<file path="src/rtl/hardware_utf16_pkg.sv">
`default_nettype none
// ============================================================================
// Module   : hardware_utf16_pkg
// Purpose  : Shared constants, FSM state types and surrogate classifiers for
//            the UTF-16 encode/decode stage.
// Contents : SUR_HI_LO, SUR_LO_LO, SUR_END  - surrogate range boundaries
//            MAX_CP, SUPP_BASE              - code point range limits
//            enc_state_t, dec_state_t       - FSM state encodings
//            is_hi(u), is_lo(u)             - surrogate classification
// Revision : 1.0 - initial release
// ============================================================================
package hardware_utf16_pkg;

    localparam logic [15:0] SUR_HI_LO = 16'hD800;
    localparam logic [15:0] SUR_LO_LO = 16'hDC00;
    localparam logic [15:0] SUR_END   = 16'hDFFF;
    localparam logic [31:0] MAX_CP    = 32'h0010_FFFF;
    localparam logic [31:0] SUPP_BASE = 32'h0001_0000;

    typedef enum logic [0:0] {
        E_IDLE = 1'b0,
        E_LOW  = 1'b1
    } enc_state_t;

    typedef enum logic [0:0] {
        D_IDLE = 1'b0,
        D_HI   = 1'b1
    } dec_state_t;

    // High (leading) surrogate: 0xD800..0xDBFF
    function automatic logic is_hi(input logic [15:0] u);
        return (u >= SUR_HI_LO) && (u < SUR_LO_LO);
    endfunction

    // Low (trailing) surrogate: 0xDC00..0xDFFF
    function automatic logic is_lo(input logic [15:0] u);
        return (u >= SUR_LO_LO) && (u <= SUR_END);
    endfunction

endpackage
`default_nettype wire

</file>
<file path="src/rtl/hardware_utf16_outreg.sv">
`default_nettype none
// ============================================================================
// Module   : hardware_utf16_outreg
// Purpose  : Single-entry valid/ready output register carrying a data word and
//            a one-bit side flag. Loads whenever it is empty or being drained
//            in the same cycle; holds data stable while valid and not ready.
// Ports    : clk      - clock
//            i_rst_n  - synchronous active-low reset
//            i_load   - producer presents a new word (taken only when free)
//            i_data   - word to load
//            i_flag   - side flag stored alongside the word
//            i_ready  - consumer takes the current word
//            o_valid  - word held
//            o_data   - held word
//            o_flag   - held side flag
//            o_free   - register can accept a word this cycle
// Revision : 1.0 - initial release
// ============================================================================
module hardware_utf16_outreg #(
    parameter int WIDTH = 16
) (
    input  logic             clk,
    input  logic             i_rst_n,
    input  logic             i_load,
    input  logic [WIDTH-1:0] i_data,
    input  logic             i_flag,
    input  logic             i_ready,
    output logic             o_valid,
    output logic [WIDTH-1:0] o_data,
    output logic             o_flag,
    output logic             o_free
);

    logic             r_valid;
    logic [WIDTH-1:0] r_data;
    logic             r_flag;
    logic             w_free;

    assign w_free  = !r_valid || i_ready;
    assign o_free  = w_free;
    assign o_valid = r_valid;
    assign o_data  = r_data;
    assign o_flag  = r_flag;

    always_ff @(posedge clk) begin
        if (!i_rst_n) begin
            r_valid <= 1'b0;
            r_data  <= '0;
            r_flag  <= 1'b0;
        end else if (i_load && w_free) begin
            r_valid <= 1'b1;
            r_data  <= i_data;
            r_flag  <= i_flag;
        end else if (i_ready) begin
            r_valid <= 1'b0;
        end
    end

endmodule
`default_nettype wire

</file>
<file path="src/rtl/hardware_utf16.sv">
`default_nettype none
// ============================================================================
// Module   : hardware_utf16
// Purpose  : UTF-16 stage on the character side of the UTF-8 codec.
//            Encode path: 32-bit code points -> UTF-16 units (surrogate pairs
//            for supplementary characters). Decode path: UTF-16 units ->
//            32-bit code points, pairing surrogates. Paths are independent.
// Config   : UTF16_REPLACE_EN - when defined, flagged outputs carry REPL_CHAR
//            instead of the raw value (err flag still asserted).
// Ports    : clk, rst_in (sync, active-low)
//            e_cp/e_valid/e_ready          - encode input
//            e_unit/e_uvalid/e_uready/e_err - encode output
//            d_unit/d_valid/d_ready/d_flush - decode input
//            d_cp/d_cvalid/d_cready/d_err   - decode output
//            d_pend                         - high surrogate held
// Revision : 1.0 - initial release
// ============================================================================
module hardware_utf16 #(
    parameter logic [15:0] REPL_CHAR = 16'hFFFD
) (
    input  logic        clk,
    input  logic        rst_in,
    input  logic [31:0] e_cp,
    input  logic        e_valid,
    output logic        e_ready,
    output logic [15:0] e_unit,
    output logic        e_uvalid,
    input  logic        e_uready,
    output logic        e_err,
    input  logic [15:0] d_unit,
    input  logic        d_valid,
    output logic        d_ready,
    input  logic        d_flush,
    output logic [31:0] d_cp,
    output logic        d_cvalid,
    input  logic        d_cready,
    output logic        d_err,
    output logic        d_pend
);

    import hardware_utf16_pkg::*;

`ifdef UTF16_REPLACE_EN
    localparam logic c_replace_en = 1'b1;
`else
    localparam logic c_replace_en = 1'b0;
`endif

    // ------------------------------------------------------------------
    // Encode path
    // ------------------------------------------------------------------
    enc_state_t  r_e_state;
    logic [15:0] r_e_low;
    logic        w_e_free;
    logic        w_e_accept;
    logic        w_e_load;
    logic        w_e_big;
    logic        w_e_supp;
    logic        w_e_sur;
    logic [19:0] w_e_v;
    logic [15:0] w_e_unit_raw;
    logic        w_e_err_raw;
    logic [15:0] w_e_unit;

    assign e_ready    = (r_e_state == E_IDLE) && w_e_free;
    assign w_e_accept = e_valid && e_ready;
    assign w_e_big    = e_cp > MAX_CP;
    assign w_e_supp   = !w_e_big && (e_cp >= SUPP_BASE);
    assign w_e_sur    = (e_cp < SUPP_BASE) && (is_hi(e_cp[15:0]) || is_lo(e_cp[15:0]));
    // cp - 0x10000 fits in 20 bits for supplementary code points, so the
    // subtraction only needs the low 20 bits of the input.
    assign w_e_v      = e_cp[19:0] - SUPP_BASE[19:0];

    always_comb begin
        w_e_unit_raw = e_cp[15:0];
        w_e_err_raw  = w_e_big || w_e_sur;
        if (r_e_state == E_LOW) begin
            w_e_unit_raw = r_e_low;
            w_e_err_raw  = 1'b0;
        end else if (w_e_supp) begin
            w_e_unit_raw = SUR_HI_LO | {6'b0, w_e_v[19:10]};
        end
    end

    assign w_e_load = w_e_accept || ((r_e_state == E_LOW) && w_e_free);
    assign w_e_unit = (c_replace_en && w_e_err_raw) ? REPL_CHAR : w_e_unit_raw;

    always_ff @(posedge clk) begin
        if (!rst_in) begin
            r_e_state <= E_IDLE;
            r_e_low   <= '0;
        end else begin
            case (r_e_state)
                E_IDLE: begin
                    if (w_e_accept && w_e_supp) begin
                        r_e_low   <= SUR_LO_LO | {6'b0, w_e_v[9:0]};
                        r_e_state <= E_LOW;
                    end
                end
                E_LOW: begin
                    if (w_e_free) begin
                        r_e_state <= E_IDLE;
                    end
                end
            endcase
        end
    end

    hardware_utf16_outreg #(
        .WIDTH (16)
    ) u_enc_out (
        .clk     (clk),
        .i_rst_n (rst_in),
        .i_load  (w_e_load),
        .i_data  (w_e_unit),
        .i_flag  (w_e_err_raw),
        .i_ready (e_uready),
        .o_valid (e_uvalid),
        .o_data  (e_unit),
        .o_flag  (e_err),
        .o_free  (w_e_free)
    );

    // ------------------------------------------------------------------
    // Decode path
    // ------------------------------------------------------------------
    dec_state_t  r_d_state;
    logic [15:0] r_d_hi;
    logic        w_d_free;
    logic        w_d_unit_lo;
    logic        w_d_accept;
    logic        w_d_flush_hi;
    logic        w_d_load;
    logic        w_d_err_raw;
    logic [31:0] w_d_cp_raw;
    logic [31:0] w_d_cp;

    assign w_d_unit_lo = is_lo(d_unit);
    // With a high held, only a low surrogate can be consumed; anything else
    // is left on the input and re-evaluated once the high has been released.
    assign d_ready     = w_d_free && !((r_d_state == D_HI) && !w_d_unit_lo);
    assign w_d_accept  = d_valid && d_ready;
    // Release the held high as an error: either the next unit cannot complete
    // the pair, or the stream ended. A valid unit outranks d_flush.
    assign w_d_flush_hi = (r_d_state == D_HI) && w_d_free &&
                          (d_valid ? !w_d_unit_lo : d_flush);

    always_comb begin
        w_d_load    = 1'b0;
        w_d_cp_raw  = {16'h0, d_unit};
        w_d_err_raw = 1'b0;
        if (r_d_state == D_IDLE) begin
            w_d_load    = w_d_accept && !is_hi(d_unit);
            w_d_err_raw = w_d_unit_lo;
        end else if (w_d_accept) begin
            w_d_load   = 1'b1;
            w_d_cp_raw = SUPP_BASE + {12'h0, r_d_hi[9:0], d_unit[9:0]};
        end else if (w_d_flush_hi) begin
            w_d_load    = 1'b1;
            w_d_cp_raw  = {16'h0, r_d_hi};
            w_d_err_raw = 1'b1;
        end
    end

    assign w_d_cp = (c_replace_en && w_d_err_raw) ? {16'h0, REPL_CHAR} : w_d_cp_raw;
    assign d_pend = (r_d_state == D_HI);

    always_ff @(posedge clk) begin
        if (!rst_in) begin
            r_d_state <= D_IDLE;
            r_d_hi    <= '0;
        end else begin
            case (r_d_state)
                D_IDLE: begin
                    if (w_d_accept && is_hi(d_unit)) begin
                        r_d_hi    <= d_unit;
                        r_d_state <= D_HI;
                    end
                end
                D_HI: begin
                    if (w_d_accept || w_d_flush_hi) begin
                        r_d_state <= D_IDLE;
                    end
                end
            endcase
        end
    end

    hardware_utf16_outreg #(
        .WIDTH (32)
    ) u_dec_out (
        .clk     (clk),
        .i_rst_n (rst_in),
        .i_load  (w_d_load),
        .i_data  (w_d_cp),
        .i_flag  (w_d_err_raw),
        .i_ready (d_cready),
        .o_valid (d_cvalid),
        .o_data  (d_cp),
        .o_flag  (d_err),
        .o_free  (w_d_free)
    );

endmodule
`default_nettype wire

</file>
<file path="config.mk">
export PLATFORM = sky130hd
export DESIGN_NAME = hardware_utf16
export DESIGN_NICKNAME = d
export VERILOG_FILES = /design/src/rtl/hardware_utf16_pkg.sv /design/src/rtl/hardware_utf16_outreg.sv /design/src/rtl/hardware_utf16.sv
export SDC_FILE = /design/constraint.sdc
export NUM_CORES = 1
export LEC_CHECK = 0
export CORE_UTILIZATION = 46
export CTS_BUF_LIST = sky130_fd_sc_hd__clkbuf_16
export DETAILED_ROUTE_END_ITERATION = 12
export PLACE_DENSITY = 0.79
export SLEW_MARGIN = 20
export SYNTH_ARGS = -nofsm -noshare
export SYNTH_HDL_FRONTEND = slang
export SYNTH_SLANG_ARGS = --single-unit
</file>
<file path="constraint.sdc">
create_clock -name clk -period 2.55 [get_ports clk]
set_input_delay 0.51 -clock clk [delete_from_list [all_inputs] [get_ports clk]]
set_output_delay 0.51 -clock clk [all_outputs]
set_load 0.005 [all_outputs]
</file>
* After elaboration in Yosys (flattened, before gate mapping)
Cells that the tools add are included.
** Storage, ports and cells
- Bits in registers :: 81
- Bits in latches :: 0
- Memory bits (writable) :: 0
- ROM bits :: 0
- Memories kept :: 0
** Cells by class
- Add/subtract/negate cells :: 2
- Multipliers :: 0
- Divide/modulo/power cells :: 0
- Order comparisons :: 11
- Equal/unequal tests :: 0
- Shift-type cells :: 0
- Muxes and demuxes :: 22
- Bitwise logic cells :: 2
- Reductions and logical operators :: 35
** Operators by type and width (number)
- $ge 16x16->1 const B :: 4
- $mux 16 :: 3
- $mux 21 :: 2
- $ge 32x17->1 const B :: 1
- $gt 32x21->1 const B :: 1
- $le 16x16->1 const B :: 2
- $lt 16x16->1 const B :: 2
- $lt 32x17->1 const B :: 1
- $add 17x20->21 const A :: 1
- $sub 20x17->20 const B :: 1
- $logic_and 1x1->1 :: 19
- $mux 1 :: 15
- $logic_not 1->1 :: 6
- $logic_or 1x1->1 :: 6
- $pmux 1 s2 :: 2
- $reduce_and 2->1 :: 2
- $reduce_bool 2->1 :: 2
- $not 1->1 :: 2

* Longest topological paths before layout
Gate-level depths: netlist (run 1).
- Depth after elaboration :: 11
- Gate-level depth with buffers :: 9
- Gate-level depth less buffers :: 8

* By module
Synthesis (run 1) repeated with hierarchy kept, for this count alone.
** Unflattened totals
- Cells, all modules :: 478
- Area total of the unflattened synthesis :: 4216.5 µm²
** Modules (own cells, without submodules)
- hardware_utf16 :: instances 1, cells each 251, area an instance 2080.7 µm², seq. area each 580.6 µm²
- hardware_utf16_outreg at u_dec_out :: instances 1, cells each 148, area an instance 1395.1 µm², seq. area each 680.7 µm²
- hardware_utf16_outreg at u_enc_out :: instances 1, cells each 79, area an instance 740.7 µm², seq. area each 360.3 µm²

* Worst setup path after synthesis (run 1)
OpenSTA, ideal clock, no wires.
- Kind :: in2reg
- Start :: in e_cp[16]
- End :: reg r_e_low[2]
- Data arrival time :: 2.014 ns
- Required time :: 2.434 ns
- Path slack :: 0.420 ns
- Stages :: 9
- Cell sequence :: inv_1 -> ha_1 -> nand3_1 -> or4_4 -> o21ai_4 -> nand3_2 -> buf_6 -> mux2i_1 -> nor2b_1
** On the way
- Word-level cells in the longest chain between the ends :: 5
** Ends and longest elaborated chain
- start, declared :: RTL line hardware_utf16.sv:23 : input logic [31:0] e_cp,
- $gt 32x21->1 :: RTL line hardware_utf16.sv:67 : assign w_e_big = e_cp > MAX_CP;
- $logic_not 1->1 :: RTL line hardware_utf16.sv:68 : assign w_e_supp = !w_e_big && (e_cp >= SUPP_BASE);
- $logic_and 1x1->1 (*) :: RTL line hardware_utf16.sv:68
- $logic_and 1x1->1 (*) :: RTL line hardware_utf16.sv:95 : if (w_e_accept && w_e_supp) begin
- $reduce_and 2->1 (no line) (*)
- end signal, assigned :: RTL line hardware_utf16.sv:96 : r_e_low <= SUR_LO_LO | {6'b0, w_e_v[9:0]};
- end, declared :: RTL line hardware_utf16.sv:53 : logic [15:0] r_e_low;
Mark *: on every way between the ends. The rest lies on a longest branch, timed or not.
A chain may end at the register's enable or synchronous reset.

* Final worst setup path (run 1)
- Start :: in e_cp[16]
- End :: reg u_enc_out.r_data[5], in the netlist u_enc_out.o_data[5]
** On the way
- Word-level cells in the longest chain between the ends :: 5
** Ends and longest elaborated chain
- $gt 32x21->1 :: RTL line hardware_utf16.sv:67
- $logic_not 1->1 :: RTL line hardware_utf16.sv:68
- $logic_and 1x1->1 (*) :: RTL line hardware_utf16.sv:68
- $mux 16 (*) :: RTL line hardware_utf16.sv:80 : end else if (w_e_supp) begin
- $mux 16 (*) :: RTL line hardware_utf16.sv:77 : if (r_e_state == E_LOW) begin
- end signal, assigned :: RTL line hardware_utf16_outreg.sv:52 : r_data <= i_data;
- end, declared :: RTL line hardware_utf16_outreg.sv:35 : logic [WIDTH-1:0] r_data;
Marks and branches as above.

==> results of run 1 <==
-- per-stage QoR --
step | hold WS [ps] | setup WS, ps | setup TNS, ps | cells
after floorplan | 438 | 420 | 0 | 381
after global routing | 506 | 19.0 | 0 | 588
after CTS | 471 | 85.8 | 0 | 588
after detailed placement | 458 | -129 | -1800 | 572
final | 465 | 193 | 0 | 588
after global placement | 451 | -61.9 | -421 | 572
-- how the worst min path moves through the flow --
stage / to / cells past startpoint
after global placement: r_d_hi[14] / 1
after detailed placement: r_d_hi[14] / 1
after global routing: r_d_hi[11] / 1
after floorplan: r_e_low[10] / 2
after CTS: r_d_hi[14] / 1
final: r_d_hi[12] / 1
-- cells in the final DEF, fill, tap and decap left out, types with 5 or more instances in the layout --
| master | n |
|---|---|
| sky130_fd_sc_hd__a21oi_1 | 9 |
| sky130_fd_sc_hd__a21oi_2 | 5 |
| sky130_fd_sc_hd__a22o_1 | 6 |
| sky130_fd_sc_hd__a22oi_1 | 6 |
| sky130_fd_sc_hd__and2_1 | 7 |
| sky130_fd_sc_hd__buf_12 | 5 |
| sky130_fd_sc_hd__buf_4 | 25 |
| sky130_fd_sc_hd__clkbuf_16 | 9 |
| sky130_fd_sc_hd__clkdlybuf4s50_1 | 96 |
| sky130_fd_sc_hd__conb_1 | 11 |
| sky130_fd_sc_hd__dfxtp_1 | 70 |
| sky130_fd_sc_hd__inv_1 | 10 |
| sky130_fd_sc_hd__mux2i_1 | 37 |
| sky130_fd_sc_hd__nand2_1 | 31 |
| sky130_fd_sc_hd__nand3_1 | 6 |
| sky130_fd_sc_hd__nand3b_1 | 5 |
| sky130_fd_sc_hd__nand4_1 | 5 |
| sky130_fd_sc_hd__nor2_1 | 10 |
| sky130_fd_sc_hd__nor2b_1 | 25 |
| sky130_fd_sc_hd__nor4_1 | 6 |
| sky130_fd_sc_hd__o211a_1 | 11 |
| sky130_fd_sc_hd__o211ai_1 | 9 |
| sky130_fd_sc_hd__o21a_1 | 7 |
| sky130_fd_sc_hd__o21ai_0 | 17 |
-- power by group --
group	switching, mW	total (mW)	internal [mW]
Sequential	0.0257	1.17	1.14
Combinational	0.157	0.394	0.237
Clock	0.471	1.43	0.958
-- what timing repair did --
action                                  4_1_cts  5_1_grt
gates resized for setup                       0        2
buffers inserted                              0        0
endpoints found under the hold margin         0        0
endpoints found under the setup margin        0        1
-- registers in the layout, summed over array words and instances, names as in the netlist --
| name | cells |
|---|---|
| d_pend | 1 |
| r_d_hi | 16 |
| r_e_low | 11 |
| r_e_state | 1 |
| u_dec_out.o_data | 21 |
| u_dec_out.o_flag | 1 |
| u_dec_out.o_valid | 1 |
| u_enc_out.o_data | 16 |
| u_enc_out.o_flag | 1 |
| u_enc_out.o_valid | 1 |
-- cell families after synthesis --
group,Yosys count,share of synthesized area
AO/OA/AOI/OAI,96,0.203
XOR/XNOR,4,0.0102
adder cells (fa/ha/maj),4,0.0145
buffers and inverters,46,0.0701
flip-flops,70,0.407
multiplexers,37,0.108
other,1,0.00109
AND/OR/NAND/NOR,113,0.186
-- area by class of cell --
| cell class | instances | area (um^2) |
|---|---|---|
| clock buffers | 9 | 225 |
| clock inverters | 7 | 120 |
| fillers | 563 | 2230 |
| inverters | 10 | 37.5 |
| multi-input cells | 265 | 1850 |
| flip-flops and latches | 70 | 1400 |
| well taps | 99 | 124 |
| repair buffers | 128 | 1270 |
-- metal layers --
metal	global-route usage	wire length (um)	vias to the layer above	part of all wire
met4	0.0616	29	0	0.0034
met1	0.275	3770	1470	0.44
met5	0	0	-	0
met2	0.415	4260	115	0.50
met3	0.0494	497	4	0.058
li1	-	-	1530	-
==> results.txt, run 1 <==
----------------------------------------------------
[Outcome]
  Run status ... finished, final reports clean

[Logic synthesis]
  Area share of the leading cell type in the synthesized netlist ... 0.407
  Cell types with the highest counts after synthesis ... 70 x sky130_fd_sc_hd__dfxtp_1, 37 x sky130_fd_sc_hd__mux2i_1, 31 x sky130_fd_sc_hd__nand2_1
  Async S/R FF share, synth ... 0
  Distinct cell type count of the synthesized netlist ... 52
  Most common cell in the synthesized netlist ... sky130_fd_sc_hd__dfxtp_1
  YS warnings ... 0
  Register bit count reported by yosys ... 70
  Post-synth top flop ... sky130_fd_sc_hd__dfxtp_1
  Post-synthesis cell type with the largest combined area ... sky130_fd_sc_hd__dfxtp_1
  Leading post-synthesis cells by cell area ... sky130_fd_sc_hd__dfxtp_1 41%, sky130_fd_sc_hd__mux2i_1 11%, sky130_fd_sc_hd__nor2b_1 4.7%
  Synth Area per Inst ... a little over 9 um^2
  Number of enable-type register cells in the synthesized netlist ... 0
  Instance count of the mapped netlist ... 371
  Sequential element share of the synthesized area ... 0.407
  Post-Syn Area ... ~3400 um^2

[Setup path]
  Cell type of the slowest stage on the worst timing path ... sky130_fd_sc_hd__clkdlybuf4s50_1
  Family of cells with the greatest summed delay on the critical path ... buffers and inverters
  Buf+Inv Stages, Crit Path ... 3
  Largest driver fanout on the critical path ... 16
  Delay of the slowest critical-path stage ... just under 500 ps
  Depth of the worst register-to-register path ... 7
  Critical Path, Cell by Cell ... clkdlybuf4s50_1 -> inv_1 -> buf_4 -> ha_1 -> nor3b_1 -> o2111ai_1 -> o21ai_4 -> nand2_4 -> mux2i_1 -> o21ai_0
  Worst setup path endpoint ... u_enc_out.o_data[5]
  Data arrival at the endpoint of the critical path ... between 2000 and 3000 ps
  Type of the setup path with the least slack ... primary input to register
  R2R setup slack ... about 800 ps
  Crit path capture type ... register
  Stages on worst setup path ... 10
  Critical R2R Capture ... u_dec_out.o_data[13]
  WP data required ... about 2800 ps
  Worst Setup Start Kind ... primary input
  Crit path from ... e_cp[16]
  Startpoint of the lowest-slack register-to-register path ... u_dec_out.o_valid

[Drt]
  First DRT Iteration DRCs ... 80
  DRC ... 0
  DR WL/cell ... between 10 and 15 um
  Vias ... slightly above 3k
  Aggregate routed wire length ... between 8000 and 9000 um
  Post-route ant nets ... 0
  First-pass iteration count of the detailed router ... 4
  Routed via count divided by cell count ... 5.30

[Clocking]
  Root buffer cell ... sky130_fd_sc_hd__clkbuf_16
  Clock buffer depth ... 2
  Register clock-pin slew on the reported worst setup and hold paths ... 60 ps
  H-tree Lvls ... 3
  Clock latency at the later pin of the worst-skew pair ... ~320 ps
  Number of buffers inserted during clock tree synthesis ... 9
  CTS tree ... done
  Sinks on the clock net ... 70
  Hold Buf Count CTS ... 0

[Flow run]
  Maximum Capacitance Violations ... 0

[Timing]
  Maximum clock frequency ... roughly 420 MHz
  Period utilisation layout ... 0.924
  Unrepaired setup endpoints after global routing ... false
  Rel. slew slack ... 0.648
  Slew of the pin with the lowest slew margin ... 528 ps
  Final Slew Violations ... 0
  Setup Viol. Count Final ... 0
  Final clock skew ... ~6.6 ps
  Final-report hold violation count ... 0
  Final worst path period need ... 2360 ps

[Min path]
  Min-delay worst type ... register to register
  Min-Delay Startpoint ... r_d_hi[12]

[Place]
  Total half-perimeter wirelength after legalization and detailed placement ... ~6200 um
  Gp weighted congestion ... approximately 0.96
  Dpl cell area ... between 4000 and 5000 um^2
  Number of buffers inserted by port buffering ... 98

[Global routing]
  GRT Resource Usage Total ... 0.230
  Vias in the first global route ... 3063
  Pin count of the biggest net entering global routing ... between 40 and 50
  Initial antenna violation count ... 0
  Total overflow reported by the global router ... 0
  Global-route wire length before repair ... 14100 um

[Die]
  Initial cell density of the core ... 0.475
  Horizontal extent of the die ... 88.5 um
  Count of standard-cell rows ... 31
  Count of boundary I/O pins ... 110
  Die Area ... 7840 um^2
  Area inside the core boundary ... between 7000 and 8000 um^2
  Height of the die ... 88.5 um

[Final layout]
  Layout Cell Area excl Fill ... about 5000 um^2
  Finished Core Util ... 0.692
  Fin nets ... between 500 and 600
  Ant. Diodes ... 0
  Fraction of layout instances using a drive strength above 1 ... 0.127
  Layout-stage area growth over the synthesis result ... 45.8%

[Pwr]
  Overall power of the completed layout ... about 3.0 mW
  Maximum ir drop on the vdd rail ... between 0.3 and 0.4 mV
  Power Density ... ~600 nW/um^2
  Reported leakage power ... ~2.1 nW

----------------------------------------------------
(Power assumes the default switching activity.)
==> run 2, diff against run 1 <==
Settings changed: GPL_TIMING_DRIVEN set to 1, SLEW_MARGIN 20 to 10.
==> results of run 2 <==
The final DEF is identical to that of run 1; final timing and power are the same.
==> run 3, diff against run 2 <==
Settings changed: CTS_BUF_LIST sky130_fd_sc_hd__clkbuf_16 to not set, CTS_CLUSTER_DIAMETER set to 100, SLEW_MARGIN 10 to 20.
==> run 3 against run 2 <==
Core utilization fell by 1.4 points. Maximum frequency fell by 4.4%. Worst hold slack improved by 5.8 ps. First-iteration DRC count fell by 21%. Combinational power barely moved. Wire length fell by 2.5%. Largest cell class unchanged.
==> results.txt, run 3 (synthesis gave the netlist of run 1 again) <==
----------------------------------------------------
[Global routing]
  Total overflow reported by the global router ... 0
  Pin count of the biggest net entering global routing ... a little over 40
  Vias in the first global route ... between 3k and 4k
  GRT Resource Usage Total ... 0.225
  Global-route wire length before repair ... around 14000 um
  Initial antenna violation count ... 0

[Pwr]
  Clock network fraction of total power ... 0.409
  Maximum ir drop on the vdd rail ... about 0.21 mV
  Sw frac ... 0.230
  Sequential fraction of design power ... 0.442
  Power Density ... between 500 and 600 nW/um^2
  Switching power total ... between 0.6 and 0.7 mW
  Internal power ... around 2.0 mW
  Combinational fraction of design power ... 0.149
  Reported leakage power ... 2.02 nW

[Timing]
  Rel. slew slack ... 0.653
  Final Slew Violations ... 0
  Min Hold Slack ... roughly 470 ps
  Final setup margin ... 84.2 ps
  Period utilisation layout ... 0.967
  Unrepaired setup endpoints after global routing ... false
  Final clock skew ... 12.2 ps
  Maximum clock frequency ... roughly 400 MHz
  Final-report hold violation count ... 0
  Final worst path period need ... about 2500 ps
  Setup Viol. Count Final ... 0
  Slew of the pin with the lowest slew margin ... between 500 and 600 ps

[Drt]
  Routed via count divided by cell count ... between 5 and 6
  First DRT Iteration DRCs ... 63
  DRC ... 0
  Post-route ant nets ... 0
  Aggregate routed wire length ... 8340 um
  DR WL/cell ... about 14 um
  First-pass iteration count of the detailed router ... 4
  Vias ... roughly 3.1k

[Final layout]
  Highest-count cells in the layout ignoring fill and taps ... 97 x sky130_fd_sc_hd__clkdlybuf4s50_1, 70 x sky130_fd_sc_hd__dfxtp_1, 37 x sky130_fd_sc_hd__mux2i_1
  Fraction of layout instances using a drive strength above 1 ... 0.127
  Most common library cell in the layout ignoring fill and taps ... sky130_fd_sc_hd__clkdlybuf4s50_1
  Cell Count, Final, Fillers Out ... 588
  Layout Cell Area excl Fill ... ~4900 um^2
  Ant. Diodes ... 0
  Number of flip-flops under the largest register name ... 21
  Fin nets ... between 500 and 600
  Layout-stage area growth over the synthesis result ... 42.8%

[Die]
  Count of boundary I/O pins ... 110
  Initial cell density of the core ... 0.475
  Count of standard-cell rows ... 31
  Horizontal extent of the die ... 88.5 um
  Area inside the core boundary ... roughly 7300 um^2
  Height of the die ... slightly below 90 um
  Die Area ... a little under 8000 um^2

[Place]
  Placement Setup Slack ... -129 ps
  Gp weighted congestion ... about 0.96
  Cell count after placement ... between 500 and 600
  Number of buffers inserted by port buffering ... 98
  Dpl cell area ... 4670 um^2
  Total half-perimeter wirelength after legalization and detailed placement ... roughly 6200 um

[Flow run]
  Maximum Capacitance Violations ... 0

[Setup path]
  Crit path capture type ... output port
  Worst Setup Start Kind ... primary input
  WP data required ... 2040 ps
  Data arrival at the endpoint of the critical path ... approximately 2000 ps
  R2R setup slack ... 810 ps
  Top cell by count, worst path ... sky130_fd_sc_hd__clkdlybuf4s50_1
  Buf+Inv Stages, Crit Path ... 2
  Family of cells with the greatest summed delay on the critical path ... buffers and inverters
  Type of the setup path with the least slack ... primary input to output port
  Cell type of the slowest stage on the worst timing path ... sky130_fd_sc_hd__clkdlybuf4s50_1
  Largest driver fanout on the critical path ... 2
  Critical Path, Cell by Cell ... clkdlybuf4s50_1 -> and2_1 -> nand4_1 -> a21oi_1 -> clkdlybuf4s50_1
  Delay of the slowest critical-path stage ... between 500 and 600 ps

[Min path]
  Min-delay worst type ... register to register

[Clocking]
  Register clock-pin slew on the reported worst setup and hold paths ... approximately 70 ps
  H-tree Lvls ... 3
  Clock latency at the later pin of the worst-skew pair ... 340 ps
  Clock buffer depth ... 2
  Root buffer cell ... sky130_fd_sc_hd__clkbuf_8
  CTS tree ... done
  Sinks on the clock net ... 70
  Number of buffers inserted during clock tree synthesis ... 9

[Outcome]
  Run status ... finished, final reports clean

----------------------------------------------------
==> run 3: cell types whose count changed in the layout (fill, tap and decap cells not counted) <==
cell and delta:
sky130_fd_sc_hd__clkbuf_16 -9, sky130_fd_sc_hd__clkbuf_8 +9, sky130_fd_sc_hd__dlymetal6s2s_1 -1, sky130_fd_sc_hd__clkdlybuf4s50_1 +1
==> run 3: power groups by stage <==
| stage | sequential (mW) | combinational, mW | clock (mW) |
|---|---|---|---|
| floorplan | 1.19 | 0.147 | 0 |
| global placement | 1.19 | 0.386 | 0 |
| detailed placement | 1.19 | 0.392 | 0 |
| CTS | 1.17 | 0.394 | 1.10 |
| global route | 1.17 | 0.430 | 1.15 |
| finish | 1.17 | 0.393 | 1.08 |
==> run 3: worst paths after layout <==
path                     start                  end  cells past startpoint
min                 r_d_hi[14]           r_d_hi[14]                      1
max                 d_unit[15]              d_ready                      5
min reg2reg         r_d_hi[14]           r_d_hi[14]                      1
max reg2reg  u_dec_out.o_valid  u_dec_out.o_data[0]                      7
==> run 3: metal layers <==
layer | vias to the layer above | part of all wire | track usage
met5 | - | 0 | 0
met3 | 14 | 0.067 | 0.0401
met2 | 134 | 0.48 | 0.401
met4 | 0 | 0.013 | 0.0792
li1 | 1532 | - | -
met1 | 1433 | 0.44 | 0.271
==> run 3: what timing repair did <==
item / 4_1_cts / 5_1_grt
endpoints found under the setup margin: 0 / 1
setup buffers: 0 / 0
hold buffers: 0 / 0
resized for setup: 0 / 1
==> run 3: per-stage QoR <==
step	total power, mW	TNS [ps]	utilization
finish	2.64	0	0.678
detailed placement	1.58	-1800	0.644
global placement	1.58	-421	0.644
CTS	2.66	0	0.678
floorplan	1.34	0	-
global route	2.75	0	0.678
==> run 3: final cells by class <==
| class | count | area [um^2] |
|---|---|---|
| inverter | 10 | 37.5 |
| clock inverter | 7 | 120 |
| fill | 571 | 2330 |
| tap | 99 | 124 |
| multi-input combinational | 265 | 1850 |
| clock buffer | 9 | 124 |
| sequential | 70 | 1400 |
| timing repair buffer | 128 | 1260 |
